## src/rtl/m4_stream_pkg.sv

```systemverilog
// Shared types and default widths for the M4 result streamer.
package m4_stream_pkg;

  localparam int M4_ADDR_W = 16;
  localparam int M4_DATA_W = 128;
  localparam int M4_OUT_W  = 32;

  typedef enum logic [1:0] {
    IDLE = 2'd0,
    RUN  = 2'd1,
    FIN  = 2'd2
  } state_t;

  // Number of output beats carried by one SRAM word.
  function automatic int beats_per_word(input int data_w, input int out_w);
    return data_w / out_w;
  endfunction

endpackage

```

## src/rtl/m4_stream_fifo.sv

```systemverilog
// Synchronous prefetch FIFO, W x DEPTH (DEPTH a power of 2); head is the oldest entry.
// Caller guarantees no push when full and no pop when empty.
module m4_stream_fifo #(
  parameter int W     = 128,
  parameter int DEPTH = 4
) (
  input  logic                     clock,
  input  logic                     reset,
  input  logic                     push,
  input  logic [W-1:0]             push_data,
  input  logic                     pop,
  output logic [W-1:0]             head,
  output logic [$clog2(DEPTH):0]   count
);

  localparam int AW = (DEPTH > 1) ? $clog2(DEPTH) : 1;

  logic [W-1:0]  mem [DEPTH];
  logic [AW-1:0] wr_ptr;
  logic [AW-1:0] rd_ptr;

  always_ff @(posedge clock or posedge reset) begin
    if (reset) begin
      wr_ptr <= '0;
      rd_ptr <= '0;
      count  <= '0;
    end else begin
      if (push) wr_ptr <= wr_ptr + AW'(1);
      if (pop)  rd_ptr <= rd_ptr + AW'(1);
      case ({push, pop})
        2'b10:   count <= count + 1'b1;
        2'b01:   count <= count - 1'b1;
        default: count <= count;
      endcase
    end
  end

  // Storage needs no reset; pointers define what is valid.
  always_ff @(posedge clock) begin
    if (push) mem[wr_ptr] <= push_data;
  end

  assign head = mem[rd_ptr];

endmodule

```

## src/rtl/m4_result_streamer.sv

```systemverilog
// Streams a block of M4 words out as OUT_W-bit beats, LSB slice first, over valid/ready.
// Optional M4_STREAM_CHECKSUM_EN adds a checksum port: XOR of all words fetched in a transfer.
module m4_result_streamer
  import m4_stream_pkg::*;
#(
  parameter int ADDR_W     = M4_ADDR_W,
  parameter int DATA_W     = M4_DATA_W,
  parameter int OUT_W      = M4_OUT_W,
  parameter int FIFO_DEPTH = 4,
  parameter int RD_LAT     = 1
) (
  input  logic              clock,
  input  logic              reset,
  input  logic              start,
  input  logic [ADDR_W-1:0] base_addr,
  input  logic [ADDR_W-1:0] word_count,
  output logic [ADDR_W-1:0] ReadAddress,
  input  logic [DATA_W-1:0] ReadBus,
  output logic [OUT_W-1:0]  out_data,
  output logic              out_valid,
  output logic              out_last,
  input  logic              out_ready,
  output logic              busy,
  output logic              done
`ifdef M4_STREAM_CHECKSUM_EN
  ,
  output logic [DATA_W-1:0] checksum
`endif
);

  localparam int BEATS = beats_per_word(DATA_W, OUT_W);
  localparam int BW    = (BEATS > 1) ? $clog2(BEATS) : 1;
  localparam int FCW   = $clog2(FIFO_DEPTH) + 1;
  localparam int OCW   = $clog2(FIFO_DEPTH + RD_LAT + 1) + 1;

  state_t state, state_nx;

  logic [ADDR_W-1:0] base_q;
  logic [ADDR_W-1:0] cnt_q;
  logic [ADDR_W-1:0] issued_q;
  logic [ADDR_W-1:0] loaded_q;
  // Stage 0 marks the cycle the address is on ReadAddress; stage RD_LAT is the capture cycle.
  logic [RD_LAT:0]   pipe_q;

  logic [FCW-1:0]    fifo_cnt;
  logic [DATA_W-1:0] fifo_head;
  logic              fifo_empty;
  logic              push;
  logic              load;
  logic              accept;
  logic              issue;
  logic              beat_end;
  logic [OCW-1:0]    inflight;
  logic [OCW-1:0]    occ;

  logic [DATA_W-1:0] sh_q;
  logic [BW-1:0]     beat_q;
  logic              sh_vld_q;
  logic              last_word_q;

  m4_stream_fifo #(
    .W     (DATA_W),
    .DEPTH (FIFO_DEPTH)
  ) u_fifo (
    .clock     (clock),
    .reset     (reset),
    .push      (push),
    .push_data (ReadBus),
    .pop       (load),
    .head      (fifo_head),
    .count     (fifo_cnt)
  );

  always_comb begin
    inflight = '0;
    for (int i = 0; i <= RD_LAT; i++) begin
      inflight = inflight + OCW'(pipe_q[i]);
    end
  end

  assign occ        = OCW'(fifo_cnt) + inflight;
  assign issue      = (state == RUN) && (issued_q < cnt_q) && (occ < OCW'(FIFO_DEPTH));
  assign push       = pipe_q[RD_LAT];
  assign fifo_empty = (fifo_cnt == '0);
  assign accept     = sh_vld_q && out_ready;
  assign beat_end   = (beat_q == BW'(BEATS - 1));
  assign load       = !fifo_empty && (!sh_vld_q || (accept && beat_end));

  assign out_valid  = sh_vld_q;
  assign out_data   = sh_q[OUT_W-1:0];
  assign out_last   = sh_vld_q && last_word_q && beat_end;
  assign busy       = (state == RUN);
  assign done       = (state == FIN);

  always_ff @(posedge clock or posedge reset) begin
    if (reset) state <= IDLE;
    else       state <= state_nx;
  end

  always_comb begin
    state_nx = state;
    case (state)
      IDLE: if (start) state_nx = (word_count == '0) ? FIN : RUN;
      RUN:  if (accept && out_last) state_nx = FIN;
      FIN:  state_nx = IDLE;
      default: state_nx = IDLE;
    endcase
  end

  always_ff @(posedge clock or posedge reset) begin
    if (reset) begin
      base_q      <= '0;
      cnt_q       <= '0;
      issued_q    <= '0;
      loaded_q    <= '0;
      pipe_q      <= '0;
      ReadAddress <= '0;
    end else begin
      if (state == IDLE && start) begin
        base_q   <= base_addr;
        cnt_q    <= word_count;
        issued_q <= '0;
        loaded_q <= '0;
      end
      if (issue) begin
        ReadAddress <= base_q + issued_q;
        issued_q    <= issued_q + ADDR_W'(1);
      end
      pipe_q <= {pipe_q[RD_LAT-1:0], issue};
      if (load) loaded_q <= loaded_q + ADDR_W'(1);
    end
  end

  // Serializer: a new word loads on the same edge the previous word's final beat is taken.
  always_ff @(posedge clock or posedge reset) begin
    if (reset) begin
      sh_q        <= '0;
      beat_q      <= '0;
      sh_vld_q    <= 1'b0;
      last_word_q <= 1'b0;
    end else if (load) begin
      sh_q        <= fifo_head;
      beat_q      <= '0;
      sh_vld_q    <= 1'b1;
      last_word_q <= (loaded_q == cnt_q - ADDR_W'(1));
    end else if (accept) begin
      if (beat_end) begin
        sh_vld_q <= 1'b0;
      end else begin
        sh_q   <= sh_q >> OUT_W;
        beat_q <= beat_q + BW'(1);
      end
    end
  end

`ifdef M4_STREAM_CHECKSUM_EN
  always_ff @(posedge clock or posedge reset) begin
    if (reset)                       checksum <= '0;
    else if (state == IDLE && start) checksum <= '0;
    else if (push)                   checksum <= checksum ^ ReadBus;
  end
`endif

endmodule
```

## config.mk

```make
export PLATFORM = sky130hd
export DESIGN_NAME = m4_result_streamer
export DESIGN_NICKNAME = d
export VERILOG_FILES = /design/src/rtl/m4_stream_pkg.sv /design/src/rtl/m4_stream_fifo.sv /design/src/rtl/m4_result_streamer.sv
export SDC_FILE = /design/constraint.sdc
export NUM_CORES = 1
export LEC_CHECK = 0
export CORE_MARGIN = 2
export CORE_UTILIZATION = 25
export DETAILED_ROUTE_END_ITERATION = 10
export DONT_BUFFER_PORTS = 1
export PLACE_DENSITY = 0.5
export SYNTH_ARGS = -nofsm -noshare
export SYNTH_HDL_FRONTEND = slang
export SYNTH_SLANG_ARGS = --single-unit
```

## constraint.sdc

```tcl
create_clock -name clock -period 14.2 [get_ports clock]
set_clock_uncertainty 0.05 [all_clocks]
set_input_delay 1.42 -clock clock [delete_from_list [all_inputs] [get_ports clock]]
set_output_delay 1.42 -clock clock [all_outputs]
set_load 0.01 [all_outputs]
```

==> impl_metrics.yaml <==
outcome:
  status: "complete, no violations"
timing:
  finalSetupTns_ns: 0
  fmax_ghz: 0.2879
  finalHoldViolCount: 0
  fin_crit_sh_pct: 24.46
  setup_violations: 0
  relSlewSlack_pct: 22.34
  setup_slack_ns: 10.73
  worstMarginPinSlew_ns: 1.165
  min_period_ns: 3.473
  rsz0062_at_grt: "no"
  holdWs_ns: 0.3511
  slew_viol_final: 0
pwr:
  seqPwrFrac_pct: 45.5
  sw_frac_of_total_pct: 31.90
  power.switching_mw: 2.248
  clockPowerShare_pct: 30.6
  p_leak_nw: 12.22
  p_total_mw: 7.047
  p_per_area_mw_per_mm2: 207.4
  ir_drop_mv: 0.1203
  p_int_mw: 4.799
  comb_power_share_pct: 23.8
final_layout:
  drive_gt1_share_pct: 15.01
  multi_input_area_mm2: 0.008010
  ff_latch_area_mm2: 0.02096
  area_delta_synth_final_pct: 14.53
  final_nets: 2141
  antenna_cells: 0
  fillers: 11760
clock_network:
  cts-root-buf: "clkbuf_16"
  ctsResizeCount: 0
  clk_latency_ns: 0.68
  numCtsBuffers: 84
  holdBufCountCts: 0
  post_cts_buffers: 0
  clk_pin_slew_ns: 0.06
  clockBufferDepth: 3
  tritoncts: "yes"
  htreeDepth: 3
  cts_sinks: 735
yosys:
  synth_seq_cells: 735
  ys_warn_count: 0
  synth.area.top_cells: "edfxtp_1 52%, dfrtp_1 19%, mux4_2 9.7%, nand2_1 4.8%, ha_1 1.7%"
  synth_nets: 2164
  async_flop_share_pct: 30.34
  synth.avg_cell_area_um2: 15.15
  synth-edff-count: 512
  synth_ff_type: "edfxtp_1"
  yosys.cell_types.count: 59
  synth_top_area_share_pct: 51.82
  yosys.area.top_type: "edfxtp_1"
  synth_seq_area_share_pct: 70.62
  synth_area_mm2: 0.02967
  synthCells: 1958
place:
  pre_cts_slack_ns: 10.49
  place.gp.congestion: 0.7612
  io_buffers: 0
  hpwl_um: 48810
floorplan:
  start_util_pct: 25.16
  die_h_um: 348.5
  ios: 216
  die_w_um: 348.5
  fp.coreArea_mm2: 0.1179
  dieArea_mm2: 0.1215
  row_count: 126
global_routing:
  grt.total_usage_pct: 12.65
  antenna_found_initial: 7
  grt_pass1_vias: 16850
  gr-total-overflow: 0
  grt_max_degree: 123
  grt_pass1_wl_um: 113900
critical_path:
  crit_arrival_ns: 3.89
  crit_path_end_kind: "flop"
  crit_type: "flop to flop"
  cp_max_fo: 45
  worstSetupStartpointType: "flop"
  worstPathRequired_ns: 14.62
drt:
  drt_iter0_drc: 1006
  wl_per_cell_um: 21.69
  drc: 0
  num_vias: 16210
  antenna_left: 0
  vias_per_cell: 4.578
  wl_um: 76820
  firstDrtPassIters: 5
flow_run:
  drv.max_cap_violation_count: 0
worst_hold_path:
  min_path_type: "flop to flop"
==> final cells by class <==
type | instances | area share (%)
clock buffer | 115 | 6.889
clock inverter | 41 | 1.307
inverter | 32 | 0.3829
multi-input combinational | 1059 | 23.57
sequential | 735 | 61.69
tap | 1536 | 5.655
timing repair buffer | 23 | 0.5081
==> routing by layer <==
| layer | share of wire, % | GRT usage (%) | vias up |
|---|---|---|---|
| li1 | - | - | 7297 |
| met1 | 40 | 15.23 | 8393 |
| met2 | 49 | 21.00 | 415 |
| met3 | 8.8 | 4.967 | 100 |
| met4 | 2.0 | 3.439 | 4 |
| met5 | 0.035 | 0 | - |
==> synthesized netlist by cell type, drive strengths merged (3+ instances only) <==
cell / number
a211o: 3
a211oi: 9
a21o: 11
a21oi: 21
a22o: 3
a22oi: 41
a31oi: 61
and2: 8
and3: 8
and4: 4
buf: 53
clkbuf: 79
dfrtp: 223
edfxtp: 512
ha: 40
inv: 32
mux2: 6
mux2i: 9
mux4: 128
nand2: 377
nand2b: 3
nand3: 69
nand4: 9
nor2: 82
nor2b: 4
nor3: 9
nor4: 9
o21a: 4
o21ai: 64
o311ai: 4
o31ai: 8
or2: 3
or4: 6
xnor2: 23
xor2: 15
==> final timing paths <==
check	from	endpoint	slack, ns	depth (start not counted)
worst max-delay path	u_fifo.rd_ptr[0]	sh_q[0]	10.73	5
worst min-delay path	pipe_q[0]	pipe_q[1]	0.35	0
worst max register to register	u_fifo.rd_ptr[0]	sh_q[0]	10.73	5
worst min register to register	pipe_q[0]	pipe_q[1]	0.35	0
max in group asynchronous	reset	sh_q[70]	11.89	2
min in group asynchronous	reset	issued_q[6]	0.74	1
==> flip-flops by register name, summed over array words and instances, names as in the netlist <==
register / count
u_fifo.mem: 512
sh_q: 128
ReadAddress: 16
base_q: 16
cnt_q: 16
issued_q: 16
loaded_q: 16
u_fifo.count: 3
beat_q: 2
pipe_q: 2
state: 2
u_fifo.rd_ptr: 2
u_fifo.wr_ptr: 2
last_word_q: 1
out_valid: 1
==> critical path: stages, from the launching register on <==
cell and delay (ns):
dfrtp_4 0.66, buf_4 0.77, buf_4 0.91, mux4_2 0.60, nor2_1 0.13, a31oi_1 0.06
==> power by group through the flow <==
stage / Combinational [mW] / Clock (mW) / Sequential [mW]
2_1_floorplan: 1.38 / 0 / 3.08
3_3_place_gp: 1.71 / 0 / 3.25
3_5_place_dp: 1.73 / 0 / 3.27
4_1_cts: 1.74 / 2.23 / 3.23
5_1_grt: 1.87 / 2.31 / 3.27
6_report: 1.68 / 2.16 / 3.21
==> kinds of logic after synthesis <==
family,synth area share [%]
DFF,70.62
xor gates and xnor gates,1.122
AOI/OAI and AO/OA,5.170
muxes,10.25
and+or+nand+nor,8.506
adders and majority gates,1.822
buffers and inverters,2.509
==> stage by stage <==
stage          utilization (%)  cells  instance area (um^2)
4_1_cts                  28.82   3541                 33980
2_1_floorplan                -   1958                 29670
6_report                 28.82   3541                 33980
5_1_grt                  28.82   3541                 33980
3_3_place_gp             26.46   3385                 31200
3_5_place_dp             26.46   3385                 31200
==> cell usage in the layout, fill, tap and decap left out, drive strengths merged, types with 8 or more instances in the layout <==
| cell type | synthesis | layout |
|---|---|---|
| nand4 | 9 | 9 |
| a21o | 11 | 11 |
| mux2i | 9 | 9 |
| o21ai | 64 | 64 |
| xnor2 | 23 | 23 |
| nor2 | 82 | 82 |
| o31ai | 8 | 8 |
| and3 | 8 | 8 |
| a21oi | 21 | 21 |
| nor4 | 9 | 9 |
| xor2 | 15 | 15 |
| edfxtp | 512 | 512 |
| and2 | 8 | 8 |
| ha | 40 | 40 |
| nand2 | 377 | 377 |
| clkbuf | 79 | 115 |
| a22oi | 41 | 41 |
| a31oi | 61 | 61 |
| dfrtp | 223 | 223 |
| nor3 | 9 | 9 |
| buf | 53 | 23 |
| inv | 32 | 38 |
| mux4 | 128 | 128 |
| a211oi | 9 | 9 |
| clkinv | 0 | 28 |
| nand3 | 69 | 69 |
No activity file was read; power rests on OpenSTA's default activity.
